===== src/rtl/csr_timer_if.sv =====
// rtl/csr_timer_if.sv - CSR access bus shared by the CSR file and the constant timer
interface csr_timer_if;
    logic        csr_we;
    logic [11:0] csr_num;
    logic [31:0] csr_wmask;
    logic [31:0] csr_wdata;
    logic [31:0] csr_rdata;
    logic        csr_hit;

    modport master (
        output csr_we,
        output csr_num,
        output csr_wmask,
        output csr_wdata,
        input  csr_rdata,
        input  csr_hit
    );

    modport slave (
        input  csr_we,
        input  csr_num,
        input  csr_wmask,
        input  csr_wdata,
        output csr_rdata,
        output csr_hit
    );
endinterface


===== src/rtl/csr_timer.sv =====
// rtl/csr_timer.sv - constant timer CSRs (TID/TCFG/TVAL/TICLR), down-counter and timer interrupt
module csr_timer #(
    parameter int          TIMER_W = 32,
    parameter logic [31:0] TID_RST = 32'h0
) (
    input  logic       clk,
    input  logic       reset,
    csr_timer_if.slave csr,
    output logic       timer_int
);
    localparam logic [11:0] ADDR_TID   = 12'h040;
    localparam logic [11:0] ADDR_TCFG  = 12'h041;
    localparam logic [11:0] ADDR_TVAL  = 12'h042;
    localparam logic [11:0] ADDR_TICLR = 12'h044;

    localparam logic [TIMER_W-1:0] ALL_ONES = '1;
    localparam logic [TIMER_W-1:0] ONE      = TIMER_W'(1);

    typedef enum logic [1:0] {
        S_IDLE    = 2'd0,
        S_COUNT   = 2'd1,
        S_EXPIRED = 2'd2
    } state_t;

    state_t             state;
    logic [31:0]        tid;
    logic [TIMER_W-1:0] tcfg;
    logic [TIMER_W-1:0] tval;

    logic               we_tid;
    logic               we_tcfg;
    logic               ti_clr;
    logic               ti_set;
    logic [TIMER_W-1:0] wmask_w;
    logic [TIMER_W-1:0] wdata_w;
    logic [TIMER_W-1:0] tcfg_new;
    logic [TIMER_W-1:0] reload_new;
    logic [TIMER_W-1:0] reload_cur;

    assign we_tid  = csr.csr_we && (csr.csr_num == ADDR_TID);
    assign we_tcfg = csr.csr_we && (csr.csr_num == ADDR_TCFG);
    assign ti_clr  = csr.csr_we && (csr.csr_num == ADDR_TICLR)
                     && csr.csr_wmask[0] && csr.csr_wdata[0];

    assign wmask_w    = csr.csr_wmask[TIMER_W-1:0];
    assign wdata_w    = csr.csr_wdata[TIMER_W-1:0];
    assign tcfg_new   = (tcfg & ~wmask_w) | (wdata_w & wmask_w);
    assign reload_new = {tcfg_new[TIMER_W-1:2], 2'b00};
    assign reload_cur = {tcfg[TIMER_W-1:2], 2'b00};

    // A TCFG write suppresses expiry in its cycle; expiry beats a same-edge TICLR clear.
    assign ti_set = !we_tcfg && (state == S_COUNT) && (tval == '0);

    always_ff @(posedge clk) begin
        if (reset) begin
            state     <= S_IDLE;
            tid       <= TID_RST;
            tcfg      <= '0;
            tval      <= ALL_ONES;
            timer_int <= 1'b0;
        end else begin
            if (we_tid) begin
                tid <= (tid & ~csr.csr_wmask) | (csr.csr_wdata & csr.csr_wmask);
            end
            timer_int <= ti_set | (timer_int & ~ti_clr);

            if (we_tcfg) begin
                tcfg <= tcfg_new;
                if (tcfg_new[0]) begin
                    tval  <= reload_new;
                    state <= S_COUNT;
                end else begin
                    state <= S_IDLE;
                end
            end else begin
                case (state)
                    S_COUNT: begin
                        if (tval != '0) begin
                            tval <= tval - ONE;
                        end else if (tcfg[1]) begin
                            tval <= reload_cur;
                        end else begin
                            tval  <= ALL_ONES;
                            state <= S_EXPIRED;
                        end
                    end
                    S_EXPIRED: state <= S_EXPIRED;
                    default:   state <= S_IDLE;
                endcase
            end
        end
    end

    always_comb begin
        csr.csr_rdata = 32'h0;
        csr.csr_hit   = 1'b0;
        case (csr.csr_num)
            ADDR_TID: begin
                csr.csr_rdata = tid;
                csr.csr_hit   = 1'b1;
            end
            ADDR_TCFG: begin
                csr.csr_rdata = 32'(tcfg);
                csr.csr_hit   = 1'b1;
            end
            ADDR_TVAL: begin
                csr.csr_rdata = 32'(tval);
                csr.csr_hit   = 1'b1;
            end
            ADDR_TICLR: begin
                csr.csr_hit   = 1'b1;
            end
            default: begin
                csr.csr_rdata = 32'h0;
                csr.csr_hit   = 1'b0;
            end
        endcase
    end
endmodule


===== src/flat_wrapper.sv =====
// flat-port wrapper written by rule: the top's interface ports become plain ports
module csr_timer_flat 
#(
    parameter int          TIMER_W = 32,
    parameter logic [31:0] TID_RST = 32'h0
)
  (clk, reset, timer_int, csr_csr_we, csr_csr_num, csr_csr_wmask, csr_csr_wdata, csr_csr_rdata, csr_csr_hit);
  csr_timer_if csr_i ();
  input  logic clk;
  input  logic reset;
  output logic timer_int;
  input wire logic [$bits(csr_i.csr_we)-1:0] csr_csr_we;
  input wire logic [$bits(csr_i.csr_num)-1:0] csr_csr_num;
  input wire logic [$bits(csr_i.csr_wmask)-1:0] csr_csr_wmask;
  input wire logic [$bits(csr_i.csr_wdata)-1:0] csr_csr_wdata;
  output wire logic [$bits(csr_i.csr_rdata)-1:0] csr_csr_rdata;
  output wire logic [$bits(csr_i.csr_hit)-1:0] csr_csr_hit;
  assign csr_i.csr_we = csr_csr_we;
  assign csr_i.csr_num = csr_csr_num;
  assign csr_i.csr_wmask = csr_csr_wmask;
  assign csr_i.csr_wdata = csr_csr_wdata;
  assign csr_csr_rdata = csr_i.csr_rdata;
  assign csr_csr_hit = csr_i.csr_hit;
  csr_timer #(.TIMER_W(TIMER_W), .TID_RST(TID_RST)) u_core (.clk(clk), .reset(reset), .csr(csr_i), .timer_int(timer_int));
endmodule

===== config.mk =====
export PLATFORM = sky130hd
export DESIGN_NAME = csr_timer_flat
export DESIGN_NICKNAME = d
export VERILOG_FILES = /design/src/rtl/csr_timer_if.sv /design/src/rtl/csr_timer.sv /design/src/flat_wrapper.sv
export SDC_FILE = /design/constraint.sdc
export NUM_CORES = 1
export LEC_CHECK = 0
export CAP_MARGIN = 0
export CORE_MARGIN = 2
export CORE_UTILIZATION = 40
export DETAILED_ROUTE_END_ITERATION = 12
export SLEW_MARGIN = 0
export SYNTH_ARGS = -nofsm -noshare
export SYNTH_HDL_FRONTEND = slang
export SYNTH_SLANG_ARGS = --single-unit

===== constraint.sdc =====
create_clock -name clk -period 3.05 [get_ports clk]
set_input_delay 0.61 -clock clk [delete_from_list [all_inputs] [get_ports clk]]
set_output_delay 0.61 -clock clk [all_outputs]
set_load 0.005 [all_outputs]

==> out/results.env <==
ANT_NETS=0
POST_SYNTH.CELL_AREA_AVG_UM2=7.78
SYNTH_LARGEST_AREA_CELL='sky130_fd_sc_hd__dfxtp_1'
DIE-AREA_MM2=0.0160
PERIOD_MINUS_SLACK_NS=2.93
SYNTH-EDFF-COUNT=0
RELSLEWSLACK_PCT=43.9
CTS_MAX_LEVEL=3
DRV_CAP=0
GRT_START_MAX_NET_PINS=39
FINAL_UTIL_PCT=56.2
POSTSYNTH.TOPFLOPCELL='sky130_fd_sc_hd__dfxtp_1'
TIMING.SETUP.TNS_NS=0
CTS_NUM_SINKS=99
LAYOUT-DRIVE-GT1-SHARE_PCT=17.6
SYNTHESIS.NETS=852
AVG_WL_PER_CELL_UM=19.4
SYNTH.CELL_AREA_MM2=0.00599
CTS_INSERTED_BUFFERS=9
YOSYS_WARNINGS=0
FLOORPLAN.CORE_AREA_MM2=0.0146
DRC=0
DETAILEDROUTE.FIRSTITERATIONVIOLATIONS=646
SEQUENTIAL_CELL_AREA_FRACTION_IN_THE_YOSYS_REPORT_PCT=33.1
CTS_ROOT_BUF='sky130_fd_sc_hd__clkbuf_16'
IR_WORST_VDD_uV=332
DRTPASS1ITERATIONS=7
CLOCK_SKEW_NS=0.00863
PORT-BUFFER-COUNT=112
SLEW_VIOLATIONS=0
CP.REQUIRED_NS=2.44
STATUS='finished clean'
TIMING.FINAL.WS_SETUP_NS=0.122
PATH_MAX_FANOUT=3
SYNTH_SEQ_CELLS=99
IO_PINS=113
FIRST_GLOBAL_VIAS=6314
PWRDENS_mW_PER_MM2=335
WORST_SKEW_PAIR.LATE_LATENCY_NS=0.36
GRT_PASS1_WL_UM=33100
PRE_CTS_WS_NS=-0.449
CLK_PATH_BUF_DEPTH=2
FMAXACHIEVABLE_MHz=342
N_ANTENNA_CELL=0
SYN_TO_FINAL_GROWTH_PCT=36.7
HP-CLASS='reg -> reg'
GRTUSAGETOTAL_PCT=25.8
UNREPAIRED_SETUP_ENDPOINTS_AFTER_GLOBAL_ROUTING='false'
DIE_H_UM=126
HOLD_SLACK_NS=0.471
PLACE.GP.CONGESTION=0.863
FP.DIEW_UM=126
FP-ROW-COUNT=44
GRT_REMAINING_OVERFLOW=0
ASYNC_FLOP_SHARE_PCT=0
TRITONCTS='yes'
SYNTH_TOP_CELLS_BY_AREA='sky130_fd_sc_hd__dfxtp_1, sky130_fd_sc_hd__mux2i_1, sky130_fd_sc_hd__nand2_1, sky130_fd_sc_hd__a222oi_1, sky130_fd_sc_hd__nor2_1'
POST_SYNTH_INST_COUNT=770
CRITICAL_PATH.STARTPOINT_TYPE='input pin'
CRITICAL_PATH_ENDPOINT_CATEGORY='output pin'
HOLD_VIOL_FINAL=0
VIAS_PER_CELL=5.97
FINALWIRELENGTH_UM=21500
CLK_TRANSITION_REPORTED_PATHS_NS=0.07
WORSTMARGINPINSLEW_NS=0.842
FIN_TOTAL_PWR_mW=2.75
DESIGN.FINAL.NETS=1003
ARRIVAL_NS=2.32
SYNTH_CELL_TYPES=66
ROUTE.VIAS.TOTAL=6622
POST-ROUTE-PERIOD-UTIL_PCT=96.0
TIMING.FINAL.SETUP_VIOLATIONS=0
DP.FINAL_HPWL_UM=13700
FLOORPLAN.INITIALDENSITY_PCT=41.1
NUMBER_OF_ANTENNA_VIOLATIONS_AT_THE_FIRST_CHECK_IN_GLOBAL_ROUTING=0
PATH_CLASS='in -> out'
P_LEAK_nW=3.40
SYNTH.TOP_CELL.AREA_SHARE_PCT=33.1
[synthesized netlist by cell type (11+ instances only)]
master and instances:
sky130_fd_sc_hd__buf_2 11, sky130_fd_sc_hd__nor3_1 33, sky130_fd_sc_hd__a211oi_1 14, sky130_fd_sc_hd__a21oi_1 50
sky130_fd_sc_hd__o21ai_0 23, sky130_fd_sc_hd__mux2i_1 47, sky130_fd_sc_hd__dfxtp_1 99, sky130_fd_sc_hd__clkbuf_1 39
sky130_fd_sc_hd__inv_1 41, sky130_fd_sc_hd__nor2_1 68, sky130_fd_sc_hd__nand3_1 37, sky130_fd_sc_hd__mux2_2 14
sky130_fd_sc_hd__nand2_1 105, sky130_fd_sc_hd__a222oi_1 32, sky130_fd_sc_hd__o21ai_1 17
[worst paths after layout]
kind | startpoint | endpoint | slack (ns) | cells past startpoint
max | csr_csr_num[3] | csr_csr_rdata[20] | 0.12 | 10
min | register | register | 0.47 | 2
max reg2reg | u_core.tval[12] | u_core.tval[26] | 0.54 | 7
min reg2reg | register | register | 0.47 | 2
[power breakdown]
| part | switching (mW) | internal [mW] | leakage, nW |
|---|---|---|---|
| combinational | 0.0953 | 0.124 | 2.45 |
| sequential | 0.0000817 | 1.29 | 0.798 |
| clock | 0.533 | 0.705 | 0.148 |
| total | 0.628 | 2.12 | 3.40 |
[layer usage]
metal  part of all wire (%)  track usage, %  wire [um]  vias up
met2                     45            41.7       9730      285
met5                      0               0          0        -
met1                     44            35.2       9570     3165
met3                    8.5            5.61       1830       33
li1                       -               -          -     3139
met4                    1.9            6.14        407        0
[cell type report]
type,count,area (um^2)
Fill cell,1337,6390
Multi-Input combinational cell,574,3650
Sequential cell,99,1980
Timing Repair Buffer,196,1860
Clock buffer,13,270
Tap cell,184,230
Inverter,41,154
Clock inverter,3,45.0
[kinds of logic (layout without fill, tap and decap cells)]
kind of cell | Yosys count | after routing | synth area share, %
mux | 61 | 61 | 10.5
xor+xnor | 14 | 14 | 2.05
fa+ha+maj | 4 | 4 | 0.793
compound gates | 192 | 192 | 22.2
flops | 99 | 99 | 33.1
simple gates | 303 | 303 | 24.7
buf+inv | 97 | 253 | 6.74
[per-stage QoR]
| stage | instances | instance area [um^2] |
|---|---|---|
| 2_1_floorplan | 770 | 5990 |
| 3_3_place_gp | 1055 | 7520 |
| 3_5_place_dp | 1055 | 7520 |
| 4_1_cts | 1102 | 8100 |
| 5_1_grt | 1110 | 8200 |
| 6_report | 1110 | 8200 |
[cells in the final DEF, fill, tap and decap left out, types with 8 or more instances in the layout]
cell type / instances
sky130_fd_sc_hd__a211oi_1: 14
sky130_fd_sc_hd__a21oi_1: 50
sky130_fd_sc_hd__a222oi_1: 32
sky130_fd_sc_hd__buf_12: 9
sky130_fd_sc_hd__buf_2: 26
sky130_fd_sc_hd__buf_4: 57
sky130_fd_sc_hd__buf_6: 11
sky130_fd_sc_hd__clkbuf_16: 11
sky130_fd_sc_hd__clkdlybuf4s50_1: 67
sky130_fd_sc_hd__dfxtp_1: 99
sky130_fd_sc_hd__dlygate4sd2_1: 9
sky130_fd_sc_hd__inv_1: 41
sky130_fd_sc_hd__mux2_2: 14
sky130_fd_sc_hd__mux2i_1: 47
sky130_fd_sc_hd__nand2_1: 105
sky130_fd_sc_hd__nand3_1: 36
sky130_fd_sc_hd__nor2_1: 67
sky130_fd_sc_hd__nor3_1: 32
sky130_fd_sc_hd__nor4_1: 8
sky130_fd_sc_hd__o21ai_0: 23
sky130_fd_sc_hd__o21ai_1: 17
sky130_fd_sc_hd__o31ai_1: 8
sky130_fd_sc_hd__or3_1: 9
[worst max-delay path, cell delays in order]
cell,delay [ns]
sky130_fd_sc_hd__clkdlybuf4s15_1,0.20
sky130_fd_sc_hd__nor3_2,0.23
sky130_fd_sc_hd__nand3_2,0.14
sky130_fd_sc_hd__nor4b_4,0.28
sky130_fd_sc_hd__buf_6,0.17
sky130_fd_sc_hd__buf_16,0.11
sky130_fd_sc_hd__buf_4,0.16
sky130_fd_sc_hd__a222oi_1,0.10
sky130_fd_sc_hd__inv_1,0.07
sky130_fd_sc_hd__dlygate4sd2_1,0.23
[repair_timing]
| item | CTS | global route |
|---|---|---|
| buffers inserted | 27 | 6 |
| gates cloned | 4 | 2 |
| pin swaps | 18 | 8 |
| resized for setup | 142 | 14 |
| endpoints found under the setup margin | 32 | 32 |
| hold buffers | 0 | 0 |
Power figures use the tool's default switching activity.
